===== src/rtl/lsu_if.sv =====
// Core-side request/response and memory bus channels of the load/store unit.
// The slave modport is the LSU; the master modport is the core plus memory side.
interface lsu_if #(
   parameter int REG_W = 32
);
   logic             reqValid;
   logic             is_store;
   logic [1:0]       size;
   logic             is_unsigned;
   logic [REG_W-1:0] addr;
   logic [REG_W-1:0] wdata;
   logic             respValid;
   logic [REG_W-1:0] rdata;
   logic             err;
   logic             mem_req_valid;
   logic             mem_req_ready;
   logic             mem_we;
   logic [REG_W-1:0] mem_addr;
   logic [REG_W-1:0] mem_wdata;
   logic [3:0]       mem_wstrb;
   logic             mem_resp_valid;
   logic [REG_W-1:0] mem_rdata;

   modport slave (
      input  reqValid, is_store, size, is_unsigned, addr, wdata,
      output respValid, rdata, err,
      output mem_req_valid, mem_we, mem_addr, mem_wdata, mem_wstrb,
      input  mem_req_ready, mem_resp_valid, mem_rdata
   );

   modport master (
      output reqValid, is_store, size, is_unsigned, addr, wdata,
      input  respValid, rdata, err,
      input  mem_req_valid, mem_we, mem_addr, mem_wdata, mem_wstrb,
      output mem_req_ready, mem_resp_valid, mem_rdata
   );
endinterface


===== src/rtl/lsu.sv =====
// Single-outstanding load/store unit: alignment check, byte-lane steering,
// load extension and a WAIT timeout, with registered completion outputs.
module lsu #(
   parameter int TIMEOUT = 255,
   parameter int REG_W   = 32
) (
   input  logic clk,
   input  logic rst_n,
   lsu_if.slave bus
);
   typedef enum logic [1:0] {S_IDLE, S_REQ, S_WAIT, S_DONE} state_t;

   localparam logic [31:0] TO_LAST = 32'(TIMEOUT - 1);

   state_t           r_state, w_state_next;
   logic [REG_W-1:0] r_addr, r_wdata, r_mem_rdata, r_rdata;
   logic [1:0]       r_size;
   logic             r_is_store, r_is_unsigned, r_err_pend;
   logic [31:0]      r_cnt;
   logic             r_resp_valid, r_err;
   logic             w_req_bad, w_timeout, w_in_req;
   logic [7:0]       w_byte;
   logic [15:0]      w_half;
   logic [REG_W-1:0] w_load;

   assign w_req_bad = (bus.size == 2'b11)
                    | ((bus.size == 2'b01) & bus.addr[0])
                    | ((bus.size == 2'b10) & (|bus.addr[1:0]));
   // Counter value TIMEOUT-1 marks the TIMEOUT-th WAIT cycle.
   assign w_timeout = (TIMEOUT != 0) && (r_cnt == TO_LAST);
   assign w_in_req  = (r_state == S_REQ);

   always_ff @(posedge clk or negedge rst_n) begin
      if (!rst_n) r_state <= S_IDLE;
      else        r_state <= w_state_next;
   end

   always_comb begin
      w_state_next = r_state;
      case (r_state)
         S_IDLE: if (bus.reqValid) w_state_next = w_req_bad ? S_DONE : S_REQ;
         S_REQ:  if (bus.mem_req_ready) w_state_next = S_WAIT;
         S_WAIT: if (bus.mem_resp_valid || w_timeout) w_state_next = S_DONE;
         S_DONE: w_state_next = S_IDLE;
         default: w_state_next = S_IDLE;
      endcase
   end

   always_comb begin
      w_byte = r_mem_rdata[{r_addr[1:0], 3'b000} +: 8];
      w_half = r_mem_rdata[{r_addr[1], 4'b0000} +: 16];
      w_load = '0;
      if (!r_is_store && !r_err_pend) begin
         case (r_size)
            2'b00:   w_load = r_is_unsigned ? {{(REG_W-8){1'b0}}, w_byte}
                                            : {{(REG_W-8){w_byte[7]}}, w_byte};
            2'b01:   w_load = r_is_unsigned ? {{(REG_W-16){1'b0}}, w_half}
                                            : {{(REG_W-16){w_half[15]}}, w_half};
            default: w_load = r_mem_rdata;
         endcase
      end
   end

   always_ff @(posedge clk or negedge rst_n) begin
      if (!rst_n) begin
         r_addr        <= '0;
         r_wdata       <= '0;
         r_size        <= '0;
         r_is_store    <= 1'b0;
         r_is_unsigned <= 1'b0;
         r_err_pend    <= 1'b0;
         r_mem_rdata   <= '0;
         r_cnt         <= '0;
         r_resp_valid  <= 1'b0;
         r_err         <= 1'b0;
         r_rdata       <= '0;
      end else begin
         r_resp_valid <= (r_state == S_DONE);
         case (r_state)
            S_IDLE: if (bus.reqValid) begin
               r_addr        <= bus.addr;
               r_wdata       <= bus.wdata;
               r_size        <= bus.size;
               r_is_store    <= bus.is_store;
               r_is_unsigned <= bus.is_unsigned;
               r_err_pend    <= w_req_bad;
               r_mem_rdata   <= '0;
            end
            S_REQ: if (bus.mem_req_ready) r_cnt <= '0;
            S_WAIT: begin
               r_cnt <= r_cnt + 32'd1;
               // A response on the timeout cycle still counts as success.
               if (bus.mem_resp_valid) begin
                  r_mem_rdata <= bus.mem_rdata;
                  r_err_pend  <= 1'b0;
               end else if (w_timeout) begin
                  r_err_pend  <= 1'b1;
               end
            end
            S_DONE: begin
               r_err   <= r_err_pend;
               r_rdata <= w_load;
            end
            default: ;
         endcase
      end
   end

   // Bus request fields are zero outside REQ and come only from latched state.
   assign bus.mem_req_valid = w_in_req;
   assign bus.mem_we        = w_in_req & r_is_store;
   assign bus.mem_addr      = w_in_req ? {r_addr[REG_W-1:2], 2'b00} : '0;

   always_comb begin
      bus.mem_wstrb = 4'b0000;
      bus.mem_wdata = '0;
      if (w_in_req) begin
         case (r_size)
            2'b00: begin
               bus.mem_wstrb = 4'b0001 << r_addr[1:0];
               bus.mem_wdata = {(REG_W/8){r_wdata[7:0]}};
            end
            2'b01: begin
               bus.mem_wstrb = 4'b0011 << r_addr[1:0];
               bus.mem_wdata = {(REG_W/16){r_wdata[15:0]}};
            end
            default: begin
               bus.mem_wstrb = 4'b1111;
               bus.mem_wdata = r_wdata;
            end
         endcase
      end
   end

   assign bus.respValid = r_resp_valid;
   assign bus.err       = r_err;
   assign bus.rdata     = r_rdata;
endmodule


===== src/flat_wrapper.sv =====
// flat-port wrapper written by rule: the top's interface ports become plain ports
module lsu_flat 
#(
   parameter int TIMEOUT = 255,
   parameter int REG_W   = 32
)
  (clk, rst_n, bus_reqValid, bus_is_store, bus_size, bus_is_unsigned, bus_addr, bus_wdata, bus_respValid, bus_rdata, bus_err, bus_mem_req_valid, bus_mem_we, bus_mem_addr, bus_mem_wdata, bus_mem_wstrb, bus_mem_req_ready, bus_mem_resp_valid, bus_mem_rdata);
  lsu_if #(.REG_W(REG_W)) bus_i ();
  input  logic clk;
  input  logic rst_n;
  input wire logic [$bits(bus_i.reqValid)-1:0] bus_reqValid;
  input wire logic [$bits(bus_i.is_store)-1:0] bus_is_store;
  input wire logic [$bits(bus_i.size)-1:0] bus_size;
  input wire logic [$bits(bus_i.is_unsigned)-1:0] bus_is_unsigned;
  input wire logic [$bits(bus_i.addr)-1:0] bus_addr;
  input wire logic [$bits(bus_i.wdata)-1:0] bus_wdata;
  output wire logic [$bits(bus_i.respValid)-1:0] bus_respValid;
  output wire logic [$bits(bus_i.rdata)-1:0] bus_rdata;
  output wire logic [$bits(bus_i.err)-1:0] bus_err;
  output wire logic [$bits(bus_i.mem_req_valid)-1:0] bus_mem_req_valid;
  output wire logic [$bits(bus_i.mem_we)-1:0] bus_mem_we;
  output wire logic [$bits(bus_i.mem_addr)-1:0] bus_mem_addr;
  output wire logic [$bits(bus_i.mem_wdata)-1:0] bus_mem_wdata;
  output wire logic [$bits(bus_i.mem_wstrb)-1:0] bus_mem_wstrb;
  input wire logic [$bits(bus_i.mem_req_ready)-1:0] bus_mem_req_ready;
  input wire logic [$bits(bus_i.mem_resp_valid)-1:0] bus_mem_resp_valid;
  input wire logic [$bits(bus_i.mem_rdata)-1:0] bus_mem_rdata;
  assign bus_i.reqValid = bus_reqValid;
  assign bus_i.is_store = bus_is_store;
  assign bus_i.size = bus_size;
  assign bus_i.is_unsigned = bus_is_unsigned;
  assign bus_i.addr = bus_addr;
  assign bus_i.wdata = bus_wdata;
  assign bus_respValid = bus_i.respValid;
  assign bus_rdata = bus_i.rdata;
  assign bus_err = bus_i.err;
  assign bus_mem_req_valid = bus_i.mem_req_valid;
  assign bus_mem_we = bus_i.mem_we;
  assign bus_mem_addr = bus_i.mem_addr;
  assign bus_mem_wdata = bus_i.mem_wdata;
  assign bus_mem_wstrb = bus_i.mem_wstrb;
  assign bus_i.mem_req_ready = bus_mem_req_ready;
  assign bus_i.mem_resp_valid = bus_mem_resp_valid;
  assign bus_i.mem_rdata = bus_mem_rdata;
  lsu #(.TIMEOUT(TIMEOUT), .REG_W(REG_W)) u_core (.clk(clk), .rst_n(rst_n), .bus(bus_i));
endmodule

===== config.mk =====
export PLATFORM = sky130hd
export DESIGN_NAME = lsu_flat
export DESIGN_NICKNAME = d
export VERILOG_FILES = /design/src/rtl/lsu_if.sv /design/src/rtl/lsu.sv /design/src/flat_wrapper.sv
export SDC_FILE = /design/constraint.sdc
export NUM_CORES = 1
export LEC_CHECK = 0
export CORE_MARGIN = 8
export CORE_UTILIZATION = 51
export CTS_BUF_LIST = sky130_fd_sc_hd__clkbuf_2
export DETAILED_ROUTE_END_ITERATION = 7
export PLACE_DENSITY = 0.82
export SYNTH_ARGS = -nofsm -noshare
export SYNTH_HDL_FRONTEND = slang
export SYNTH_SLANG_ARGS = --single-unit

===== constraint.sdc =====
create_clock -name clk -period 2.56 [get_ports clk]
set_input_delay 0.768 -clock clk [delete_from_list [all_inputs] [get_ports clk]]
set_output_delay 0.768 -clock clk [all_outputs]
set_load 0.02 [all_outputs]

# Word-level counts from Yosys, hierarchy flattened
# Index checks and enable logic that the tools add are counted.
dict set report totals {
  ff_bits 169
  inputBits 105
}
dict set report classes {
  add_sub_neg 1
  n_eq_ne 13
  shift 4
  muxes 23
  bitwise_logic 5
  n_reduce_logical 14
}
# cell n
set op_table {}
lappend op_table {{2-to-1 mux 32 bit} 8}
lappend op_table {{one-hot mux 32 bit (2 select lines)} 4}
lappend op_table {{adder 32 x 1 -> 32 bit, second input constant} 1}
lappend op_table {{== test 32 x 8 -> 1 bit, second input constant} 1}
lappend op_table {{indexed part select 32 x 6 -> 16 bit} 1}
lappend op_table {{indexed part select 32 x 6 -> 8 bit} 1}
lappend op_table {{AND reduction 3 bit} 3}
lappend op_table {{== test 2 bit, second input constant} 4}
lappend op_table {{2-to-1 mux 2 bit} 4}
lappend op_table {{one-hot mux 2 bit (4 select lines)} 1}
lappend op_table {{one-hot mux 4 bit (2 select lines)} 1}
lappend op_table {{== test 2 x 1 -> 1 bit, second input constant} 3}
lappend op_table {{inequality test 2 bit, second input constant} 3}
lappend op_table {{logical NOT 2 bit} 2}
lappend op_table {{2-to-1 mux 4 bit} 1}
lappend op_table {{AND reduction 2 bit} 2}
lappend op_table {{nonzero test 2 bit} 2}
lappend op_table {{<< shifter 1 x 2 -> 4 bit, first input constant} 1}
lappend op_table {{<< shifter 2 x 2 -> 4 bit, first input constant} 1}
lappend op_table {{AND 1 bit} 3}
lappend op_table {{2-to-1 mux 1 bit} 3}
lappend op_table {{inequality test 3 x 2 -> 1 bit, second input constant} 1}
lappend op_table {{logical NOT 1 bit} 2}
lappend op_table {{inequality test 2 x 1 -> 1 bit, second input constant} 1}
lappend op_table {{other kinds (5)} 6}

# Depth between registers and ports, before layout
dict set report depth {
  ltp_word 7
  mapped_depth 9
}

# Least setup slack after synthesis
# No wires, ideal clock.
dict set report synth_path {
  path_kind {reg-to-output}
  startpoint {reg u_core.r_size[0]}
  endpoint {out bus_mem_wdata[14]}
  arrival_ps 1913
  required_ps 1792
  setup_slack_ps -121
  stages_incl_launch_ff 7
  path_buffers 3
  cell_sequence {dfrtp_1 clkbuf_1 or2_2 clkbuf_1 clkbuf_1 nand2_1 a21boi_0}
}
dict set report synth_via {
  elab_chain_len 3
}
# element line
set synth_lines {}
lappend synth_lines {{start: declaration} lsu.sv:17} ;# logic [1:0] r_size;
lappend synth_lines {{start signal: assignment} lsu.sv:83} ;# r_size <= bus.size;
lappend synth_lines {{== test 2 x 1 -> 1 bit / logical NOT 2 bit (equally long branches)} lsu.sv:118} ;# case (r_size)
lappend synth_lines {{one-hot mux 32 bit (2 select lines) *} lsu.sv:118}
lappend synth_lines {{2-to-1 mux 32 bit *} lsu.sv:117} ;# if (w_in_req) begin
lappend synth_lines {{end: declaration} flat_wrapper.sv:23} ;# output wire logic [$bits(bus_i.mem_wdata)-1:0] bus_mem_wdata;
# Mark *: on every way between the ends. The rest lies on a longest branch, timed or not.

# Worst setup path in the final report
dict set report layout_path {
  startpoint {reg u_core.r_state[1]}
  endpoint {out bus_mem_wstrb[1]}
}
dict set report layout_via {
  elab_chain_len 2
}
# element line
set layout_lines {}
lappend layout_lines {{start: declaration} lsu.sv:15} ;# state_t r_state, w_state_next;
lappend layout_lines {{start signal: assignment} lsu.sv:35} ;# else r_state <= w_state_next;
lappend layout_lines {{== test 2 x 1 -> 1 bit} lsu.sv:31} ;# assign w_in_req = (r_state == S_REQ);
lappend layout_lines {{2-to-1 mux 4 bit} lsu.sv:117}
lappend layout_lines {{end: declaration} flat_wrapper.sv:24} ;# output wire logic [$bits(bus_i.mem_wstrb)-1:0] bus_mem_wstrb;
# No other way between the ends.

==> impl_metrics.env <==
export IMPL_syn_area_um2=8396
export IMPL_routed_wl_um=25000
export IMPL_slew_headroom_pct=36.45
export IMPL_wl_per_cell_um=19.92
export IMPL_yosys_warnings=0
export IMPL_finClkSkew_ps=20.07
export IMPL_synth_edf_count=0
export IMPL_drc=0
export IMPL_core_area_um2=16350
export IMPL_syn_area_per_cell_um2=10.44
export IMPL_cts_htree_levels=4
export IMPL_cts_tree="done"
export IMPL_slowest_delay_ps=450
export IMPL_cts_root_buffer="clkbuf_2"
export IMPL_rrSetupSlack_ps=110
export IMPL_antenna_found_initial=3
export IMPL_fin_crit_sh_pct=110.2
export IMPL_dpl_hpwl_um=17690
export IMPL_fin_util_pct=70.42
export IMPL_hold_viol_final=0
export IMPL_synth_top_area_share_pct=50.37
export IMPL_synth_most_common_cell="dfrtp_1"
export IMPL_insertion_delay_ps=770
export IMPL_synth_area_leader_cell="dfrtp_1"
export IMPL_ys_seq_elements=169
export IMPL_grt_total_usage_pct=24.13
export IMPL_io_buffers=206
export IMPL_violations="negative setup slack"
export IMPL_grt_pass1_vias=7333
export IMPL_power_density_nw_per_um2=1145
export IMPL_clock_sinks=169
export IMPL_area_growth_syn_to_layout_pct=37.12
export IMPL_setup_viol=68
export IMPL_path_buf_inv=4
export IMPL_fmax_ghz=0.3545
export IMPL_ys_seq_area_share_pct=50.37
export IMPL_layout_setup_ws_ps=-260.8
export IMPL_peakVddDrop_uv=643.1
export IMPL_die_area_um2=20820
export IMPL_power_mw=13.18
export IMPL_fin_area_um2=11510
export IMPL_firstDrtPassIters=5
export IMPL_cts_buffer_depth=2
export IMPL_cts_inserted_buffers=17
export IMPL_worstMarginPinSlew_ps=951.2
export IMPL_initial_core_util_pct=51.35
export IMPL_rsz0062_at_grt="yes"
export IMPL_viasPerCell=5.716
export IMPL_min_path_type="input pin to asynchronous set/reset pin"
export IMPL_slowest_stage="dfrtp_1"
export IMPL_grt_pass1_wl_um=38940
export IMPL_grt_overflow=0
export IMPL_hold_ws_ps=474.1
export IMPL_placed_cell_area_um2=10880
export IMPL_cp_arrival_ps=2050
export IMPL_synthDistinctLibCells=52
export IMPL_crit_type="register to primary output"
export IMPL_dp_slack_ps=-185.1
export IMPL_ys_async_sr_fraction_pct=100.0
export IMPL_clkTransAtPathRegs_ps=250
export IMPL_ys_top_cells_by_count="169 x dfrtp_1, 91 x nand2_1, 69 x mux2_2"
export IMPL_drtIter0Drc=581
export IMPL_synth_area_leaders="dfrtp_1 50%, mux2_2 9.3%, nand2_1 4.1%"
export IMPL_synth_main_ff_cell="dfrtp_1"
export IMPL_drv_cap=0
export IMPL_cp_cell_sequence="inv_2 -> ha_4 -> buf_12 -> buf_16 -> o21a_1 -> buf_6"
export IMPL_crit_fanout=8
export IMPL_cp_required_ps=1790
export IMPL_dieWidth_um=144.3
export IMPL_endpoint_kind="primary output"
export IMPL_path_delay_family="buffers and inverters"
export IMPL_fp_dieH_um=144.3
export IMPL_leakage_nw=5.186
export IMPL_placementRows=47
export IMPL_outcome="finished with violations"
export IMPL_drive_gt1_share_pct=28.10
export IMPL_vias=7174
export IMPL_netlist_instances=804
export IMPL_ioPinCount=209
export IMPL_min_period_ps=2821
export IMPL_gp_congestion=0.8938
export IMPL_nets=1130
export IMPL_drv_slew=0
export IMPL_grt_max_degree=64
export IMPL_crit_path_start_kind="register"
export IMPL_postRouteAntennaNets=0
## cell type report
type	count	area (um2)
Tap cell	220	275.3
Sequential cell	169	4232
Fill cell	1200	4836
Antenna cell	3	7.507
Inverter	35	131.4
Clock inverter	15	153.9
Multi-Input combinational cell	543	4039
Clock buffer	17	85.08
Timing Repair Buffer	253	2589
## through the flow
step | instances | setup TNS, ps
after floorplan | 805 | 0
after global placement | 1211 | -549.5
after detailed placement | 1211 | -1267
after CTS | 1249 | -13730
after global routing | 1254 | -23380
final | 1255 | -13860
## where the power goes
part / internal [mW] / switching (mW)
sequential: 3.71 / 0.918
clock: 0.400 / 1.05
combinational: 3.38 / 3.71
total: 7.50 / 5.68
## cell families after synthesis
kind of cell / synth area share, %
flip-flops: 50.37
XOR/XNOR: 1.669
AND/OR/NAND/NOR: 17.81
buffers and inverters: 4.352
other: 0.04467
multiplexers: 13.82
adder cells (fa/ha/maj): 0.8942
AO/OA/AOI/OAI: 11.04
## placed cells by master (no fill, tap or decap), types with 7 or more instances in the layout
| cell | n |
|---|---|
| buf_6 | 65 |
| o2bb2ai_1 | 8 |
| buf_12 | 8 |
| clkbuf_2 | 17 |
| nor2b_1 | 7 |
| a221o_1 | 16 |
| and2_1 | 24 |
| a221oi_1 | 16 |
| mux2i_1 | 15 |
| inv_1 | 33 |
| buf_4 | 33 |
| xnor2_1 | 14 |
| o21ai_0 | 49 |
| nor4_1 | 12 |
| mux2_2 | 69 |
| o22ai_1 | 9 |
| mux4_2 | 9 |
| dlygate4sd2_1 | 34 |
| dfrtp_1 | 167 |
| nand3_1 | 43 |
| nand2_1 | 87 |
| nand2b_1 | 7 |
| o21ai_1 | 7 |
| and2_4 | 24 |
| clkdlybuf4s50_1 | 103 |
| nor2_1 | 27 |
## flip-flops by register name, indices dropped and copies added (netlist names)
register	flops
u_core.r_wdata	32
u_core.r_cnt	32
u_core.r_state	2
u_core.r_is_unsigned	1
u_core.bus.err	1
u_core.r_err_pend	1
u_core.r_mem_rdata	32
u_core.r_size	2
u_core.r_is_store	1
u_core.bus.respValid	1
u_core.bus.rdata	32
u_core.r_addr	32
## metal layers
layer / global-route usage (%) / routed length, um / vias to the layer above
li1: - / - / 3278
met2: 39.91 / 12500 / 308
met4: 10.02 / 871 / 2
met3: 7.494 / 2191 / 55
met1: 28.65 / 9418 / 3531
met5: 0 / 13 / -
## repair_timing
item                                    in CTS  in global routing
setup buffers                                3                  3
pin swaps                                    4                  7
hold endpoints to repair                    52                  0
endpoints found under the setup margin     102                 70
gates cloned                                 2                  1
resized for setup                          472                 53
hold buffers                                 1                  0
## path summary, 6_finish.rpt
check	start	end	cells after the start
hold / removal	rst_n	u_core.r_wdata[22]$_DFFE_PN0P_	2
setup / recovery	u_core.r_state[1]$_DFFE_PN0P_	bus_mem_wstrb[1]	6
setup reg to reg	u_core.r_state[0]$_DFFE_PN0P_	u_core.r_cnt[31]$_DFFE_PN0P_	8
hold reg to reg	u_core.bus.rdata[8]$_DFFE_PN0P_	u_core.bus.rdata[8]$_DFFE_PN0P_	1
min in group clk	bus_mem_rdata[25]	u_core.r_mem_rdata[25]$_DFFE_PN0P_	3
max in group asynchronous	rst_n	u_core.r_addr[9]$_DFFE_PN0P_	3
(Power assumes the default switching activity.)
